### src/rtl/jk_bank.sv
// jk_bank: WIDTH independent JK flip-flops with input synchronisers,
// tick prescaler, optional edge latching and synchronous parallel load.
module jk_bank #(
  parameter int WIDTH       = 4,
  parameter int DIV_BITS    = 26,
  parameter int SYNC_STAGES = 2,
  parameter int EDGE_MODE   = 0
) (
  input  logic             clk,
  input  logic             reset,
  input  logic             ce,
  input  logic [WIDTH-1:0] j,
  input  logic [WIDTH-1:0] k,
  input  logic             load,
  input  logic [WIDTH-1:0] d,
  output logic [WIDTH-1:0] q,
  output logic             tick,
  output logic [WIDTH-1:0] changed
);

  logic [SYNC_STAGES-1:0][WIDTH-1:0] r_sync_j;
  logic [SYNC_STAGES-1:0][WIDTH-1:0] r_sync_k;
  logic [WIDTH-1:0]                  w_js;
  logic [WIDTH-1:0]                  w_ks;
  logic [WIDTH-1:0]                  w_cmd_j;
  logic [WIDTH-1:0]                  w_cmd_k;
  logic [WIDTH-1:0]                  w_q_next;
  logic [WIDTH-1:0]                  r_q;
  logic [WIDTH-1:0]                  r_changed;
  logic                              w_tick;

  // shift asynchronous j/k through the synchroniser chains
  always_ff @(posedge clk or negedge reset) begin
    if (!reset) begin
      r_sync_j <= '0;
      r_sync_k <= '0;
    end else begin
      r_sync_j <= {r_sync_j[SYNC_STAGES-2:0], j};
      r_sync_k <= {r_sync_k[SYNC_STAGES-2:0], k};
    end
  end

  assign w_js = r_sync_j[SYNC_STAGES-1];
  assign w_ks = r_sync_k[SYNC_STAGES-1];

  generate
    if (DIV_BITS == 0) begin : g_nodiv
      assign w_tick = ce & reset;
    end else begin : g_div
      localparam logic [DIV_BITS-1:0] CNT_ONE = 1;
      logic [DIV_BITS-1:0] r_cnt;

      // free-running prescaler, advances only on enabled cycles
      always_ff @(posedge clk or negedge reset) begin
        if (!reset) begin
          r_cnt <= '0;
        end else if (ce) begin
          r_cnt <= r_cnt + CNT_ONE;
        end
      end

      assign w_tick = ce & reset & (&r_cnt);
    end
  endgenerate

  generate
    if (EDGE_MODE != 0) begin : g_edge
      logic [WIDTH-1:0] r_js_d;
      logic [WIDTH-1:0] r_ks_d;
      logic [WIDTH-1:0] r_pend_j;
      logic [WIDTH-1:0] r_pend_k;
      logic [WIDTH-1:0] w_rise_j;
      logic [WIDTH-1:0] w_rise_k;

      assign w_rise_j = w_js & ~r_js_d;
      assign w_rise_k = w_ks & ~r_ks_d;

      // remember rising edges until the next tick or load consumes them
      always_ff @(posedge clk or negedge reset) begin
        if (!reset) begin
          r_js_d   <= '0;
          r_ks_d   <= '0;
          r_pend_j <= '0;
          r_pend_k <= '0;
        end else begin
          r_js_d <= w_js;
          r_ks_d <= w_ks;
          if (load || w_tick) begin
            r_pend_j <= '0;
            r_pend_k <= '0;
          end else begin
            r_pend_j <= r_pend_j | w_rise_j;
            r_pend_k <= r_pend_k | w_rise_k;
          end
        end
      end

      assign w_cmd_j = r_pend_j | w_rise_j;
      assign w_cmd_k = r_pend_k | w_rise_k;
    end else begin : g_level
      assign w_cmd_j = w_js;
      assign w_cmd_k = w_ks;
    end
  endgenerate

  // load beats tick; on tick apply the JK characteristic per channel
  always_comb begin
    w_q_next = r_q;
    if (load) begin
      w_q_next = d;
    end else if (w_tick) begin
      w_q_next = (w_cmd_j & ~r_q) | (~w_cmd_k & r_q);
    end
  end

  // register outputs and flag channels whose value moved
  always_ff @(posedge clk or negedge reset) begin
    if (!reset) begin
      r_q       <= '0;
      r_changed <= '0;
    end else begin
      r_q       <= w_q_next;
      r_changed <= w_q_next ^ r_q;
    end
  end

  assign q       = r_q;
  assign changed = r_changed;
  assign tick    = w_tick;

endmodule

### config.mk
export PLATFORM = sky130hd
export DESIGN_NAME = jk_bank
export DESIGN_NICKNAME = d
export VERILOG_FILES = /design/src/rtl/jk_bank.sv
export SDC_FILE = /design/constraint.sdc
export NUM_CORES = 1
export LEC_CHECK = 0
export CORE_ASPECT_RATIO = 2
export CORE_UTILIZATION = 30
export DETAILED_ROUTE_END_ITERATION = 8
export DONT_BUFFER_PORTS = 1
export SLEW_MARGIN = 15
export SYNTH_ARGS = -nofsm -noshare
export SYNTH_HDL_FRONTEND = slang
export SYNTH_SLANG_ARGS = --single-unit
### constraint.sdc
create_clock -name clk -period 3.7 [get_ports clk]
set_clock_uncertainty 0.15 [all_clocks]
set_input_delay 0.74 -clock clk [delete_from_list [all_inputs] [get_ports clk]]
set_output_delay 0.74 -clock clk [all_outputs]
set_load 0.1 [all_outputs]
; ---- Word level (Yosys, flattened, before mapping)
; Index checks and enable logic that the tools add are counted.
; Widths: inputs -> output; s select.
[totals]
ff_bits = 50
inputBits = 16
wordCells = 19
[classes]
n_addsub = 1
mux = 2
bitwise = 8
reduce_logical = 1
[ops]
columns = operator, n
row1 = $add 26x1->26 const B, 1
row2 = $reduce_and 26->1, 1
row3 = $and 4x4->4, 2
row4 = $mux 4, 2
row5 = $not 4->4, 2
row6 = $or 4x4->4, 1
row7 = $xor 4x4->4, 1
row8 = $and 1x1->1, 2

; ---- Logic depth before layout (Yosys ltp)
; Gate-level depths: netlist of the first run.
[logic_depth]
depth_word = 6
ltp_mapped = 6
mapped_depth_nobuf = 5

; ---- Worst setup path before layout of the first run
; Ideal clock, no wire load.
[synth_timing]
path_kind = input to output
startpoint = input port ce
endpoint = output port tick
arrival_time_ps = 3472
setup_slack_ps = -662
path_stages = 5
n_path_buf = 1
path_cell_list = nand4_1 > nor2_1 > buf_2 > nand2_1 > nor3_1
[synth_via]
elab_chain_cells = 2
[synth_rtl]
columns = element, line
row1 = start: declaration, 11  ; input logic ce,
row2 = $and 1x1->1 (2 in a row), 62  ; assign w_tick = ce & reset & (&r_cnt);
row3 = end: declaration, 17  ; output logic tick,
; Every way passes these cells.

; ---- Worst setup path after layout of the first run
[layout_timing]
startpoint = register g_div.r_cnt[15]
endpoint = output port tick
[layout_via]
elab_chain_cells = 2
[layout_rtl]
columns = element, line
row1 = start: declaration, 51  ; logic [DIV_BITS-1:0] r_cnt;
row2 = start signal: assignment, 58  ; r_cnt <= r_cnt + CNT_ONE;
row3 = $reduce_and 26->1, 62
row4 = $and 1x1->1, 62
; Every way passes these cells.

==> results of run 1 <==
## metrics by stage
stage | total power [mW] | std cells | area [sq um] | setup slack [ns] | hold WS (ns)
after detailed placement | 0.819 | 263 | 2270 | 0.995 | 0.187
after global placement | 0.813 | 263 | 2270 | 1.03 | 0.183
final | 1.30 | 272 | 2450 | 0.710 | 0.145
after floorplan | 0.795 | 176 | 2160 | 0.188 | 0.181
after global routing | 1.36 | 272 | 2450 | 0.493 | 0.154
after CTS | 1.32 | 272 | 2450 | 0.676 | 0.147
## state kept, by name, indices dropped and copies added (netlist names)
| name | count |
|---|---|
| r_sync_k | 4 |
| w_cmd_k | 4 |
| g_div.r_cnt | 26 |
| q | 4 |
| r_sync_j | 4 |
| changed | 4 |
| w_cmd_j | 4 |
## per-layer routing
metal | track usage, % | routed length [um] | vias to the layer above
met1 | 13.4 | 1530 | 646
met4 | 7.92 | 127 | 0
met2 | 21.5 | 2230 | 17
met3 | 3.72 | 142 | 7
met5 | 0 | 0 | -
li1 | - | - | 640
## layout by cell type, fill, tap and decap left out, drive strengths merged
cell,n
a31oi,3
buf,3
nor2b,2
o21ai,1
nand2b,1
nand4,12
nand3,9
a41o,3
and3,2
ha,1
or3,3
a21oi,1
mux2,1
a41oi,1
o31ai,4
mux2i,3
dfrtp,50
nor3,9
xnor2,13
or2,1
nor2,6
clkbuf,5
nor4,5
inv,4
a32oi,1
xor2,14
and4,1
a22o,3
nand2,20
## cell usage after synthesis (2+ instances only)
| cell | count | area [sq um] |
|---|---|---|
| or3_1 | 3 | 18.8 |
| nor4_4 | 2 | 42.5 |
| nand3_1 | 8 | 40.0 |
| o31ai_1 | 3 | 22.5 |
| nor2_1 | 6 | 22.5 |
| nor2b_1 | 2 | 12.5 |
| a22o_1 | 3 | 26.3 |
| nor3_1 | 8 | 40.0 |
| mux2i_1 | 3 | 30.0 |
| xor2_1 | 14 | 123 |
| dfrtp_1 | 50 | 1250 |
| buf_2 | 2 | 10.0 |
| nand2_1 | 20 | 75.1 |
| xnor2_1 | 13 | 114 |
| and3_1 | 2 | 12.5 |
| nor4_2 | 2 | 25.0 |
| a31oi_1 | 3 | 18.8 |
| nand4_2 | 3 | 37.5 |
| nand4_1 | 8 | 50.1 |
| a41o_1 | 3 | 30.0 |
## worst register-to-register path: stages (launching register included)
cell	delay (ns)
dfrtp_1	1.02
nand2_1	0.17
nor3_1	0.17
a31oi_1	0.12
a22o_1	0.23
## cells by family after synthesis
kind of cell,share of synthesized area (%)
compound gates,6.39
buf+inv,1.34
simple gates,20.7
fa+ha+maj,0.581
xor+xnor,11.0
flops,58.1
mux,1.92
## power groups by stage
stage / sequential (mW) / combinational (mW) / clock [mW]
after CTS: 0.719 / 0.104 / 0.493
after floorplan: 0.716 / 0.0793 / 0
after detailed placement: 0.730 / 0.0887 / 0
final: 0.718 / 0.101 / 0.478
after global placement: 0.728 / 0.0856 / 0
after global routing: 0.727 / 0.120 / 0.511
## worst paths after layout
| check | end | depth (start not counted) |
|---|---|---|
| max in group asynchronous | r_sync_k[1] | 1 |
| min in group clk | w_cmd_k[0] | 0 |
| worst min register to register | w_cmd_k[0] | 0 |
| worst max-delay path | tick | 5 |
| worst max register to register | q[1] | 4 |
| worst min-delay path | g_div.r_cnt[19] | 1 |
## area by class of cell
class                           count  share of cell area, %
Sequential cell                    50                   51.2
Multi-Input combinational cell    120                   36.2
Clock buffer                        5                   5.12
Tap cell                           90                   4.60
Timing Repair Buffer                3                   1.74
Clock inverter                      3                   1.07
Inverter                            1                  0.153
## timing repair
action                                  in CTS  in global routing
hold buffers                                 1                  0
endpoints found under the setup margin       0                  0
hold endpoints to repair                    50                  0
==> impl_metrics.yaml, run 1 <==
synth:
  synth-edff-count: 0
  synth_ff_type: "dfrtp_1"
  postSynthNetCount: 193
  async_flop_share_pct: 100
  yosysWarnings: 0
  ys_ff_latch: 50
  syn_area_sq_um: 2150
  synth.distinct_cells: 38
  avgSynthCellArea_sq_um: 12.2
  syn_inst: 176
  seq_area_frac_synth_pct: 58.1
power:
  clkPwrFrac_pct: 36.8
  vdd_drop_max_mv: 0.231
  p_comb_share_pct: 7.8
  pwr-share-seq_pct: 55.4
  p_per_area_nw_per_um2: 530
  intPower_mw: 0.913
  leakagePower_nw: 1.11
  switching_share_pct: 29.6
  switchingPower_mw: 0.384
clock_tree:
  cts_resized: 0
  cts_tree: "yes"
  numCtsBuffers: 5
  postCtsSetupBuffers: 0
  clk_pin_slew_ns: 0.07
  cts_root_buffer: "clkbuf_16"
  cts_sinks: 50
  insertion_delay_ns: 0.30
  cts-htree-levels: 2
  cts_max_path_buffers: 2
timing:
  finalHoldViolCount: 0
  fmaxAchievable_ghz: 0.334
  max-slew-margin-rel_pct: 30.6
  rsz0062_at_grt: "no"
  worst_pin_slew_ns: 1.04
  post-route-min-period_ns: 2.99
  tns_ns: 0
  setup_viol: 0
  drv_slew: 0
  finalCritPeriodShare_pct: 80.8
floorplanning:
  die_area_sq_um: 7540
  initial_core_util_pct: 31.0
  rows: 43
  die_w_um: 61.9
  die-height_um: 122
  core_area_sq_um: 6940
  io_pins: 25
route:
  ant_nets: 0
  firstDrtPassIters: 3
  finalWirelength_mm: 4.03
  post_drt_wl_per_cell_um: 14.8
  drt_iter0_drc: 43
  vias: 1310
  vias_per_cell: 4.82
  drc: 0
global_routing:
  antenna_found_initial: 0
  overflow: 0
  track_usage_pct: 12.8
  grt_pass1_wl_mm: 6.74
  grt_max_degree: 51
  grt_pass1_vias: 1355
cells_and_area:
  num-nets-final: 198
  drive_above_1_share_pct: 13.2
  antenna_cells: 0
  regArea_sq_um: 1250
  syn_to_final_growth_pct: 13.6
  post-route-util_pct: 35.2
  fill_cells: 678
  multi_input_area_sq_um: 885
worst_setup_path:
  slowest_stage: "nor4_2"
  path_buf_inv: 1
  crit_fanout: 6
  r2r_start: "q[1]"
  required_ns: 2.81
  cp-end-kind: "output pin"
  startpoint: "g_div.r_cnt[15]"
  critPathKind: "reg -> out"
  reg2reg_slack_ns: 1.74
  crit_family: "simple AND/OR/NAND/NOR gates"
  critical_path_arrival_ns: 2.10
  cpPeakStageDelay_ns: 0.51
  path_cells: "nand4_2 > nor4_2 > nand2_1 > nor3_4 > buf_4"
  cp-start-kind: "register"
placement:
  gp_congestion: 0.805
  portBuffers: 0
  dpl.hpwl_mm: 2.78
flow_run:
  maxCapViolCount: 0
worst_hold_path:
  min_path_type: "in -> async"
outcome:
  status: "finished clean"
No activity file was read; power rests on OpenSTA's default activity.
==> inputs of run 2 (changes only) <==
clock period = 3 ns   (was 3.7 ns; I/O delays follow)
==> run 2 against run 1 <==
Net effect: the run now ends with negative hold slack left; clock power increased by 21%; via count rose by 0.99%; register-to-register slack worse by 0.67 ns; critical endpoint unchanged; routed wire length is 3.2% lower.
==> impl_metrics.yaml, run 2 (synthesized netlist as in run 1, its figures left out) <==
cells_and_area:
  antenna_cells: 0
  fill_cells: 678
  drive_above_1_share_pct: 14.1
  num-nets-final: 201
  post-route-util_pct: 35.7
  regMostFlops: "g_div.r_cnt"
  final_cell_mix: "dfrtp_1, nand2_1, xor2_1"
  syn_to_final_growth_pct: 15.2
  largest_register_ffs: 26
  layout_commonest_cell: "dfrtp_1"
  fin_area_sq_um: 2480
route:
  vias: 1323
  drc: 0
  vias_per_cell: 4.81
  post_drt_wl_per_cell_um: 14.2
  firstDrtPassIters: 4
  ant_nets: 0
  finalWirelength_mm: 3.90
  drt_iter0_drc: 45
clock_tree:
  cts_resized: 0
  insertion_delay_ns: 0.29
  cts_sinks: 50
  clk_pin_slew_ns: 0.07
  cts_root_buffer: "clkbuf_16"
  cts_tree: "yes"
  hold_buffers: 1
  numCtsBuffers: 5
  cts-htree-levels: 2
  postCtsSetupBuffers: 0
  cts_max_path_buffers: 2
worst_hold_path:
  min_path_type: "in -> async"
timing:
  finalCritPeriodShare_pct: 92.5
  setup_viol: 0
  worst_hold_slack_ns: -0.000472
  post-route-min-period_ns: 2.78
  max-slew-margin-rel_pct: 30.7
  drv_slew: 0
  worst_pin_slew_ns: 1.04
  rsz0062_at_grt: "no"
  tns_ns: 0
  finalHoldViolCount: 1
  fmaxAchievable_ghz: 0.360
worst_setup_path:
  required_ns: 2.25
  cp-end-kind: "output pin"
  rr_worst_depth: 4
  critical_path_arrival_ns: 2.03
  crit_fanout: 6
  cp-start-kind: "register"
  critPathKind: "reg -> out"
floorplanning:
  die-height_um: 122
  core_area_sq_um: 6940
  die_area_sq_um: 7540
  initial_core_util_pct: 31.0
  die_w_um: 61.9
  io_pins: 25
  rows: 43
global_routing:
  grt_pass1_vias: 1336
  grt_max_degree: 51
  grt_pass1_wl_mm: 6.60
  track_usage_pct: 12.4
  overflow: 0
  antenna_found_initial: 0
power:
  vdd_drop_max_mv: 0.241
  p_per_area_nw_per_um2: 642
  leakagePower_nw: 1.12
placement:
  portBuffers: 0
  gp_congestion: 0.752
  dpl.hpwl_mm: 2.73
  dpl-instance-area_sq_um: 2300
outcome:
  status: "finished, violations left"
  violations: "negative hold slack"
flow_run:
  maxCapViolCount: 0
==> run 2: layout make-up <==
| class | instances | area, sq um | share of cell area, % |
|---|---|---|---|
| clock inverters | 1 | 8.76 | 0.353 |
| clock buffers | 7 | 143 | 5.75 |
| inverters | 1 | 3.75 | 0.151 |
| multi-input cells | 120 | 885 | 35.7 |
| repair buffers | 6 | 77.6 | 3.13 |
| well taps | 90 | 113 | 4.54 |
| flip-flops and latches | 50 | 1250 | 50.4 |
==> run 2: worst max-delay path, cell delays in order, from the launching register on <==
cell	delay [ns]
dfrtp_1	0.45
nand4_2	0.19
nor4_2	0.51
nand2_1	0.20
nor3_4	0.19
buf_12	0.20
==> run 2: path summary, 6_finish.rpt <==
kind | startpoint | endpoint | slack [ns]
max reg2reg | q[3] | q[3] | 1.07
max in group asynchronous | reset | g_div.r_cnt[11] | 2.47
min | reset | changed[1] | -0.0005
min in group clk | k[2] | r_sync_k[2] | 0.19
max | g_div.r_cnt[15] | tick | 0.22
min reg2reg | r_sync_k[3] | w_cmd_k[3] | 0.20
==> run 2: report_power, final <==
group,internal [mW],switching (mW)
clock,0.335,0.242
sequential,0.740,0.123
combinational,0.0722,0.0809
total,1.15,0.446
==> run 2: per-stage QoR <==
step	hold WS, ns	cells	power, mW	worst slack, ns
6_report	-0.000472	275	1.59	0.224
5_1_grt	0.0109	275	1.67	0.0479
4_1_cts	0.0137	275	1.62	0.190
3_5_place_dp	0.155	266	1.01	0.510
3_3_place_gp	0.155	266	1.01	0.563
2_1_floorplan	0.154	176	0.981	0.169
==> run 2: layer usage <==
| layer | part of all wire [%] | global-route usage, % |
|---|---|---|
| met4 | 3.2 | 7.08 |
| met1 | 39 | 14.5 |
| met2 | 55 | 19.6 |
| met3 | 2.6 | 3.40 |
| met5 | 0 | 0 |
